<file path="config.mk">
export PLATFORM = sky130hd
export DESIGN_NAME = spi_write_controller
export DESIGN_NICKNAME = d
export VERILOG_FILES = /design/src/rtl/spi_write_controller.sv
export SDC_FILE = /design/constraint.sdc
export NUM_CORES = 1
export LEC_CHECK = 0
export CELL_PAD_IN_SITES_DETAIL_PLACEMENT = 0
export CELL_PAD_IN_SITES_GLOBAL_PLACEMENT = 2
export CORE_ASPECT_RATIO = 0.6
export CORE_MARGIN = 4
export CORE_UTILIZATION = 37
export DETAILED_ROUTE_END_ITERATION = 16
export DONT_BUFFER_PORTS = 1
export PLACE_DENSITY_LB_ADDON = 0.05
export SYNTH_ARGS = -nofsm -noshare
export SYNTH_HDL_FRONTEND = slang
export SYNTH_SLANG_ARGS = --single-unit
</file>
<file path="constraint.sdc">
create_clock -name clk -period 1.9 [get_ports clk]
set_input_delay 0.19 -clock clk [delete_from_list [all_inputs] [get_ports clk]]
set_output_delay 0.19 -clock clk [all_outputs]
set_load 0.02 [all_outputs]
</file>
<file path="src/rtl/spi_write_controller.sv">
// spi_write_controller: SPI mode-0 initiator that sends one 16-bit write frame
// {1'b1, addr[6:0], data[7:0]} MSB first per accepted start request.
// Ports:
//   clk, rst         system clock, asynchronous active-high reset
//   start, addr, data  write request; addr/data latched on accept
//   busy, done, err  frame in progress, completion pulse, reject pulse
//   SCLK, COPI, nCS  SPI pins (SCLK idles low, nCS idles high)
module spi_write_controller #(
  parameter int unsigned CLK_DIV  = 4,
  parameter int unsigned MAX_ADDR = 4
) (
  input  logic       clk,
  input  logic       rst,
  input  logic       start,
  input  logic [6:0] addr,
  input  logic [7:0] data,
  output logic       busy,
  output logic       done,
  output logic       err,
  output logic       SCLK,
  output logic       COPI,
  output logic       nCS
);

  localparam int unsigned CNT_W   = $clog2(CLK_DIV) + 1;
  localparam int unsigned FRAME_W = 16;
  localparam logic [CNT_W-1:0] CNT_RELOAD = CNT_W'(CLK_DIV - 1);
  localparam logic [3:0]       LAST_BIT   = 4'd15;

  typedef enum logic [2:0] {
    IDLE,
    SETUP,
    SCLK_HI,
    SCLK_LO,
    GUARD
  } state_e;

  state_e               state_q, state_d;
  logic [CNT_W-1:0]     cnt_q, cnt_d;
  logic [3:0]           bit_q, bit_d;
  logic [FRAME_W-1:0]   shift_q, shift_d;
  logic                 busy_q, busy_d;
  logic                 done_q, done_d;
  logic                 err_q, err_d;
  logic                 sclk_q, sclk_d;
  logic                 copi_q, copi_d;
  logic                 ncs_q, ncs_d;
  logic                 in_frame;

  // State and registered pin/status outputs
  always_ff @(posedge clk or posedge rst) begin
    if (rst) begin
      state_q <= IDLE;
      cnt_q   <= '0;
      bit_q   <= '0;
      shift_q <= '0;
      busy_q  <= 1'b0;
      done_q  <= 1'b0;
      err_q   <= 1'b0;
      sclk_q  <= 1'b0;
      copi_q  <= 1'b0;
      ncs_q   <= 1'b1;
    end else begin
      state_q <= state_d;
      cnt_q   <= cnt_d;
      bit_q   <= bit_d;
      shift_q <= shift_d;
      busy_q  <= busy_d;
      done_q  <= done_d;
      err_q   <= err_d;
      sclk_q  <= sclk_d;
      copi_q  <= copi_d;
      ncs_q   <= ncs_d;
    end
  end

  // Next-state logic; pin values are derived from the next state so the
  // registered pins line up with the state register.
  always_comb begin
    state_d = state_q;
    cnt_d   = cnt_q;
    bit_d   = bit_q;
    shift_d = shift_q;
    done_d  = 1'b0;
    err_d   = 1'b0;

    case (state_q)
      IDLE: begin
        if (start) begin
          if (32'(addr) <= MAX_ADDR) begin
            shift_d = {1'b1, addr, data};
            bit_d   = '0;
            cnt_d   = CNT_RELOAD;
            state_d = SETUP;
          end else begin
            err_d = 1'b1;
          end
        end
      end
      SETUP: begin
        if (cnt_q == '0) begin
          cnt_d   = CNT_RELOAD;
          state_d = SCLK_HI;
        end else begin
          cnt_d = cnt_q - CNT_W'(1);
        end
      end
      SCLK_HI: begin
        if (cnt_q == '0) begin
          // next bit presented on the falling edge; zero fill leaves COPI=0 after bit 16
          shift_d = {shift_q[FRAME_W-2:0], 1'b0};
          cnt_d   = CNT_RELOAD;
          state_d = SCLK_LO;
        end else begin
          cnt_d = cnt_q - CNT_W'(1);
        end
      end
      SCLK_LO: begin
        if (cnt_q == '0) begin
          cnt_d = CNT_RELOAD;
          if (bit_q == LAST_BIT) begin
            state_d = GUARD;
          end else begin
            bit_d   = bit_q + 4'd1;
            state_d = SCLK_HI;
          end
        end else begin
          cnt_d = cnt_q - CNT_W'(1);
        end
      end
      GUARD: begin
        if (cnt_q == '0) begin
          done_d  = 1'b1;
          state_d = IDLE;
        end else begin
          cnt_d = cnt_q - CNT_W'(1);
        end
      end
      default: state_d = IDLE;
    endcase

    in_frame = (state_d == SETUP) || (state_d == SCLK_HI) || (state_d == SCLK_LO);
    busy_d   = (state_d != IDLE);
    ncs_d    = !in_frame;
    sclk_d   = (state_d == SCLK_HI);
    copi_d   = in_frame & shift_d[FRAME_W-1];
  end

  assign busy = busy_q;
  assign done = done_q;
  assign err  = err_q;
  assign SCLK = sclk_q;
  assign COPI = copi_q;
  assign nCS  = ncs_q;

endmodule

</file>
### Word level (Yosys, flattened, before mapping)

Cells that the tools add are included.

* bits in registers: 32
* output and inout port bits: 6

* $add $sub $neg: 2
* order comparisons: 1
* equal/unequal tests: 14
* multiplexer cells: 27
* bitwise gates (word level): 1
* reductions and logical operators: 13

Operator list (count)
* $mux W16: 3
* $mux W3: 11
* $pmux W16 S2: 1
* $mux W4: 4
* $pmux W3 S5: 1
* $eq A3 B2 Y1 const B: 4
* $ne A2 B2 Y1 const B: 6
* $pmux W3 S3: 1
* $pmux W4 S2: 1
* $reduce_and A4 Y1: 2
* $le A7 B3 Y1 const B: 1
* $eq A3 B1 Y1 const B: 2
* $logic_not A3 Y1: 2
* $reduce_bool A3 Y1: 2
* $mux W1: 5
* $reduce_and A5 Y1: 1
* $add A4 B1 Y4 const B: 1
* $eq A4 B4 Y1 const B: 1
* $reduce_bool A2 Y1: 2
* $eq A3 B3 Y1 const B: 1
* $reduce_or A3 Y1: 1
* $sub A3 B1 Y3 const B: 1
* $logic_or A1 B1 Y1: 2
* $and A1 B1 Y1: 1
* $logic_not A1 Y1: 1

### Longest topological paths before layout

Gate-level depths: netlist of run 1.

* depth in word-level cells: 8
* depth in mapped cells: 7
* mapped depth without buffers: 6

### Least setup slack after synthesis of run 1

No wires, ideal clock.

* path type: register -> register
* from: reg cnt_q[0]
* to: reg shift_q[1]
* arrival time: 1724 ps
* data required time: 1836 ps
* slack: 112 ps
* stages on the path, launching flop included: 8
* buffers on the path: 1
* clock period less this slack: 1788 ps
* cell sequence: dfrtp_1 inv_1 ha_1 nand2b_2 nor3_1 buf_4 a22o_4 a21o_1

* word-level cells in the longest chain between the ends: 3

RTL lines
* from (decl): RTL line 39 `logic [CNT_W-1:0] cnt_q, cnt_d;`
* from (signal assigned): RTL line 65 `cnt_q <= cnt_d;`
* $logic_not A3 Y1: RTL line 109 `if (cnt_q == '0) begin`
* $ne A2 B2 Y1 (no source line)
* $reduce_and A4 Y1 (no source line)
* to (signal assigned): RTL line 67 `shift_q <= shift_d;`
* to (decl): RTL line 41 `logic [FRAME_W-1:0] shift_q, shift_d;`

Every way passes these cells.
A chain may end at the register's enable or synchronous reset.

### Final worst setup path of run 1

* from: reg cnt_q[0]
* to: reg bit_q[3]

* word-level cells in the longest chain between the ends: 3

RTL lines
* $logic_not A3 Y1: RTL line 119 `if (cnt_q == '0) begin`
* $ne A2 B2 Y1 (no source line)
* $reduce_and A5 Y1 (no source line)
* to (signal assigned): RTL line 66 `bit_q <= bit_d;`
* to (decl): RTL line 40 `logic [3:0] bit_q, bit_d;`

Every way passes these cells.

==> impl_results.md, run 1 <==
* Final period utilization at 0.9309
* First-pass GRT wire length at 5333 um
* Mapped Cells at 135
* Synth unique cells at 43
* CTS Sinks at 32
* IO Port Bufs at 0
* # DRC at 0
* Final ANT Viol Nets at 0
* Hold Crit Class: input pin to flop
* Rows at 18
* Clock Pin Slew Worst Setup and Hold Paths at 0.07 ns
* Fillers at 395
* # diodes at 0
* Largest net degree at the start of global routing at 20
* Area Growth Syn to Fin at 16.93%
* Total number of vias at 1054
* R2R cell count at 6
* Mapped cell area at 1582 um2
* #FFs+latches synth at 32
* Post-synth top flop: dfrtp_1
* Clock Root Buffer: clkbuf_8
* Post-DR vias/cell at 5.019
* Worst Path Required at 2.07 ns
* Die ar. at 5419 um2
* Tightest Pin Transition at 0.5898 ns
* Startpoint types: flop
* CP arrival at 1.93 ns
* Crit-path slowest cell: or4_1
* Max-Cap Viols at 0
* Die height at 58.64 um
* Levels on crit path at 6
* Final wirelength at 3151 um
* Number of synthesized flops with an enable pin at 0
* PwrDens at 1528 nW/um2
* Hold path start: data[0]
* Hpwl dp at 2329 um
* Hold Crit Depth at 2
* Worst Path Max Fanout at 7
* Metal3 WL at 229 um
* Area occupied by multi-input gates at 703.2 um2
* Crit path max-delay family: simple AND/OR/NAND/NOR gates
* CP endpoint kind: flop
* Warnings from Yosys at 0
* Flop2flop setup slack at 0.13 ns
* Delay of the slowest cell on the worst path at 0.56 ns
* Initial Util at 0.3837
* Final Hold Fails at 0
* CORE AREA at 4121 um2
* Die X at 92.41 um
* DR WL/cell at 15.00 um
* Worst hold path endpoint: shift_q[0]$_DFFE_PP0P_
* Placed cell areas at 1702 um2
* Setup TNS at 0 ns
* Top Metal Used: met4
* Cell Chain, Critical Path: inv_1 > ha_2 > nand2b_2 > or4_1 > xor2_1 > nor2_1
* H-tree depth at 2
* Seq/Total Area, Yosys at 0.5071
* Post-Syn Area per Cell at 11.71 um2
* Critical R2R Capture: bit_q[3]$_DFFE_PP0P_
* Clock skew at 0.002933 ns
* Worst hold margin at 0.01499 ns
* IO Pins at 24
* Max-slew violation count at 0
* Antenna violations before repair at 0
* Fmax at 565.4 MHz
* Critical path class: flop to flop
* Met2 WL at 1171 um
* Clk_lat worst skew at 0.28 ns
* Met1 Wirelength at 1709 um
* Number of setup violations in the final report at 0
* Initial DRC count at 55
* Vias in the first global route at 1050
* GPL Wtd Cong at 0.7577
* Syn Nets at 156
* Register area at 802.0 um2
* CTS tree: done
* Router iterations before antenna repair at 4
* Status: complete, no violations
* Clock buffer count from CTS at 5
* Tmin final at 1.769 ns
* Asr flop ratio synth at 1.000
* Reg2reg start: cnt_q[0]$_DFFE_PP0P_
* Commonest non-fill, non-tap cells in the layout: dfrtp_1 (31), buf_4 (12), nand2_1 (11), a21o_1 (11), nand3_1 (9)
* CTS Buffer Depth at 2
* Share of layout cells above drive strength 1 at 0.2667
* Worst path bufs/invs at 1
* RSZ-0062 raised after global routing: false
* Leak at 0.9385 nW
* Commonest non-fill, non-tap cell in the layout: dfrtp_1
* VDD IR-drop max at 0.6608 mV
* Total power at 2.827 mW
* Total gr overflow at 0
* Final Cell Area at 1849 um2
* Max_slew headroom at 0.6064
* Overall routing resource usage at 0.1293
* Nets@finish at 170
report_power, final:
part | total [mW] | switching [mW] | leakage (nW) | internal, mW
registers | 1.25 | 0.251 | 0.398 | 0.997
logic | 0.866 | 0.440 | 0.476 | 0.426
clock network | 0.712 | 0.250 | 0.0645 | 0.463
total | 2.83 | 0.941 | 0.938 | 1.89
state kept, by name, summed over array words and instances, names as in the netlist:
name / cells
shift_q: 16
bit_q: 4
cnt_q: 3
state_q: 3
COPI: 1
SCLK: 1
busy: 1
done: 1
err: 1
nCS: 1
per-layer routing:
| layer | GRT usage | vias to the layer above |
|---|---|---|
| li1 | - | 514 |
| met1 | 0.1979 | 509 |
| met5 | 0 | - |
| met3 | 0.05619 | 6 |
| met4 | 0.04017 | 0 |
| met2 | 0.1588 | 25 |
area by class of cell:
cell class / count / share of cell area
Multi-Input combinational cell: 90 / 0.3802
Inverter: 6 / 0.01218
Clock inverter: 1 / 0.01624
Sequential cell: 32 / 0.4337
Timing Repair Buffer: 14 / 0.06495
Clock buffer: 7 / 0.05210
Tap cell: 60 / 0.04060
cell families (layout without fill, tap and decap cells):
| family | count (synthesis) | after routing | share of synthesized area |
|---|---|---|---|
| buffers and inverters | 13 | 28 | 0.05854 |
| muxes | 1 | 1 | 0.006329 |
| adders and majority gates | 3 | 3 | 0.02374 |
| xor gates and xnor gates | 3 | 3 | 0.01662 |
| AOI/OAI and AO/OA | 35 | 35 | 0.2120 |
| DFF | 32 | 32 | 0.5071 |
| and+or+nand+nor | 48 | 48 | 0.1756 |
through the flow:
step	cells	worst slack, ns	util
after global routing	210	0.05042	0.4487
after detailed placement	201	0.09876	0.4129
after floorplan	135	0.1121	-
after global placement	201	0.03106	0.4129
final	210	0.1313	0.4487
after CTS	210	0.03871	0.4460
Yosys cell counts (2+ instances only):
library cell | count | area share
ha_1 | 3 | 0.024
buf_6 | 3 | 0.021
nand3_1 | 9 | 0.028
and3_1 | 2 | 0.0079
o21ai_0 | 4 | 0.013
a22o_4 | 7 | 0.078
nor3_1 | 2 | 0.0063
a22o_1 | 3 | 0.017
nand3b_1 | 2 | 0.0095
nor4_1 | 2 | 0.0079
nand2b_1 | 2 | 0.0079
a21oi_1 | 3 | 0.0095
nand2_1 | 11 | 0.026
nor2_1 | 5 | 0.012
inv_1 | 6 | 0.014
xor2_1 | 2 | 0.011
a21o_1 | 11 | 0.052
or3_1 | 2 | 0.0079
nor2b_1 | 2 | 0.0079
dfrtp_1 | 31 | 0.49
worst register-to-register path, cell delays in order (launching register included):
cell and delay, ns:
dfrtp_1 0.38, inv_1 0.10, ha_2 0.23, nand2b_2 0.12
or4_1 0.56, xor2_1 0.19, nor2_1 0.06
worst max-delay path by stage:
stage | from | endpoint | slack (ns)
floorplan | cnt_q[0]$_DFFE_PP0P_ | shift_q[1]$_DFFE_PP0P_ | 0.11
global placement | bit_q[0]$_DFFE_PP0P_ | SCLK$_DFF_PP0_ | 0.03
detailed placement | cnt_q[0]$_DFFE_PP0P_ | SCLK$_DFF_PP0_ | 0.1
CTS | cnt_q[0]$_DFFE_PP0P_ | SCLK$_DFF_PP0_ | 0.04
global route | cnt_q[0]$_DFFE_PP0P_ | shift_q[15]$_DFF_PP0_ | 0.05
finish | cnt_q[0]$_DFFE_PP0P_ | bit_q[3]$_DFFE_PP0P_ | 0.13
timing repair:
item / 4_1_cts / 5_1_grt
endpoints found under the hold margin: 13 / 0
setup buffers: 0 / 0
hold buffers: 1 / 0
gates resized for setup: 0 / 4
setup endpoints to repair: 0 / 4
No activity file was read; power rests on OpenSTA's default activity.
==> run 2, diff against run 1 <==
- GPL_TIMING_DRIVEN: default -> 0
==> impl_results.md, run 2 (synthesis gave the netlist of run 1 again) <==
* Tmin final at 1.849 ns (was 1.769 ns)
* Leak at 0.9175 nW (was 0.9385 nW)
* CTS tree: done (unchanged)
* Final period utilization at 0.9733 (was 0.9309)
* IO Pins at 24 (unchanged)
* Final std cells w/o fill at 207 (was 210)
* Post-DR vias/cell at 5.005 (was 5.019)
* Clock skew at 0.002154 ns (was 0.002933 ns)
* VDD IR-drop max at 0.4903 mV (was 0.6608 mV)
* Clock Root Buffer: clkbuf_8 (unchanged)
* Hpwl dp at 2142 um (was 2329 um)
* # diodes at 0 (unchanged)
* Final ANT Viol Nets at 0 (unchanged)
* Tightest Pin Transition at 0.5833 ns (was 0.5898 ns)
* Delay of the slowest cell on the worst path at 0.54 ns (was 0.56 ns)
* Area occupied by multi-input gates at 716.9 um2 (was 703.2 um2)
* Register area at 802.0 um2 (unchanged)
* Total number of vias at 1036 (was 1054)
* Die X at 92.41 um (unchanged)
* Flop2flop setup slack at 0.05 ns (was 0.13 ns)
* CORE AREA at 4121 um2 (unchanged)
* IO Port Bufs at 0 (unchanged)
* CP endpoint kind: flop (unchanged)
* Top Metal Used: met4 (unchanged)
* # DRC at 0 (unchanged)
* Worst path bufs/invs at 2 (was 1)
* Worst Path Max Fanout at 10 (was 7)
* Crit path max-delay family: simple AND/OR/NAND/NOR gates (unchanged)
* CTS Sinks at 32 (unchanged)
* Total gr overflow at 0 (unchanged)
* Status: complete, no violations (unchanged)
* Cell Chain, Critical Path: buf_6 > or4b_4 > nand3b_1 > buf_6 > a211oi_2 > a31o_1 (was inv_1 > ha_2 > nand2b_2 > or4_1 > xor2_1 > nor2_1)
* Die height at 58.64 um (unchanged)
* Initial Util at 0.3837 (unchanged)
* Fillers at 399 (was 395)
* Hold path start: data[0] (unchanged)
* Area Growth Syn to Fin at 15.90% (was 16.93%)
* Antenna violations before repair at 0 (unchanged)
* CP arrival at 2.06 ns (was 1.93 ns)
* Vias in the first global route at 1067 (was 1050)
* Number of setup violations in the final report at 0 (unchanged)
* Met1 Wirelength at 1526 um (was 1709 um)
* Commonest non-fill, non-tap cell in the layout: dfrtp_1 (unchanged)
* Worst setup startpoint: state_q[0]$_DFF_PP0_ (was cnt_q[0]$_DFFE_PP0P_)
* PwrDens at 1416 nW/um2 (was 1528 nW/um2)
* Worst Path Required at 2.11 ns (was 2.07 ns)
* H-tree depth at 2 (unchanged)
* Die ar. at 5419 um2 (unchanged)
* Largest net degree at the start of global routing at 33 (was 20)
* Final Hold Fails at 0 (unchanged)
* Crit-path slowest cell: or4b_4 (was or4_1)
* Biggest registers after layout: shift_q (16), bit_q (4) (unchanged)
* Startpoint types: flop (unchanged)
* Placed Cells at 195 (was 201)
* Nets@finish at 167 (was 170)
* Max-Cap Viols at 0 (unchanged)
* RSZ-0062 raised after global routing: true (was false)
* Fmax at 540.8 MHz (was 565.4 MHz)
* GPL Wtd Cong at 0.6745 (was 0.7577)
* Metal3 WL at 252 um (was 229 um)
* Clock Pin Slew Worst Setup and Hold Paths at 0.06 ns (was 0.07 ns)
* Commonest non-fill, non-tap cells in the layout: dfrtp_1 (31), nand2_1 (11), a21o_1 (11), nand3_1 (9), a22o_4 (7) (was dfrtp_1 (31), buf_4 (12), nand2_1 (11), a21o_1 (11), nand3_1 (9))
* Critical path class: flop to flop (unchanged)
* Most used cell, CP: buf_6
* Share of layout cells above drive strength 1 at 0.2381 (was 0.2667)
* Clk_lat worst skew at 0.27 ns (was 0.28 ns)
* Clock buffer count from CTS at 5 (unchanged)
* Met2 WL at 1186 um (was 1171 um)
* Hold Crit Class: input pin to flop (unchanged)
* Final wirelength at 2992 um (was 3151 um)
* Rows at 18 (unchanged)
* DR WL/cell at 14.45 um (was 15.00 um)
* Worst hold margin at 0.02378 ns (was 0.01499 ns)
* Biggest register: shift_q (unchanged)
* Max-slew violation count at 0 (unchanged)
* Initial DRC count at 18 (was 55)
* Max_slew headroom at 0.6076 (was 0.6064)
* Overall routing resource usage at 0.1209 (was 0.1293)
* First-pass GRT wire length at 5043 um (was 5333 um)
* Reg2reg start: state_q[0]$_DFF_PP0_ (was cnt_q[0]$_DFFE_PP0P_)
* CTS Buffer Depth at 2 (unchanged)
* Router iterations before antenna repair at 4 (unchanged)
* Largest register FFs at 16 (unchanged)
==> run 2: worst reg2reg max path: stages (launching register included) <==
cell and delay, ns:
dfrtp_1 0.37, buf_6 0.14, or4b_4 0.55, nand3b_1 0.23, buf_6 0.20, a211oi_2 0.18
a31o_1 0.12
==> run 2: final timing paths <==
check | endpoint | cells past startpoint
max in group asynchronous | shift_q[4]$_DFFE_PP0P_ | 3
hold reg to reg | shift_q[13]$_DFFE_PP0P_ | 2
min in group asynchronous | SCLK$_DFF_PP0_ | 2
setup / recovery | bit_q[1]$_DFFE_PP0P_ | 6
hold / removal | shift_q[0]$_DFFE_PP0P_ | 2
setup reg to reg | bit_q[1]$_DFFE_PP0P_ | 6
==> run 2: metrics by stage <==
stage	util	worst slack, ns	instance area [um2]	power [mW]	setup TNS, ns
after floorplan	-	0.1121	1582	1.857	0
final	0.4447	0.05073	1833	2.596	0
after global routing	0.4447	-0.01234	1833	2.810	-0.01997
after global placement	0.4019	-0.1761	1657	2.011	-1.939
after CTS	0.4259	0.001894	1755	2.595	0
after detailed placement	0.4019	-0.2201	1657	2.039	-2.398
==> run 2: final cells by class <==
type	count	share of cell area
Sequential cell	32	0.4375
Multi-Input combinational cell	90	0.3911
Clock buffer	8	0.04915
Tap cell	60	0.04096
Buffer	6	0.03618
Timing Repair Buffer	5	0.03276
Inverter	6	0.01229
==> run 2: per-layer routing <==
layer	GRT usage	vias to the layer above
li1	-	507
met1	0.1598	500
met2	0.1691	24
met3	0.06641	5
met4	0.03805	0
met5	0	-
==> run 2: power by group <==
group          total, mW  internal, mW  leakage (nW)  switching, mW
Clock              0.521         0.295        0.0455          0.226
Combinational      0.820         0.399         0.474          0.421
Sequential          1.26         0.997         0.398          0.258
Total               2.60          1.69         0.918          0.905
==> run 2: repair_timing <==
| action | in CTS | in global routing |
|---|---|---|
| gates resized for setup | 2 | 4 |
| setup endpoints to repair | 14 | 20 |
| pin swaps | 0 | 0 |
| endpoints found under the hold margin | 0 | 7 |
| setup buffers | 0 | 3 |
| hold buffers | 0 | 1 |
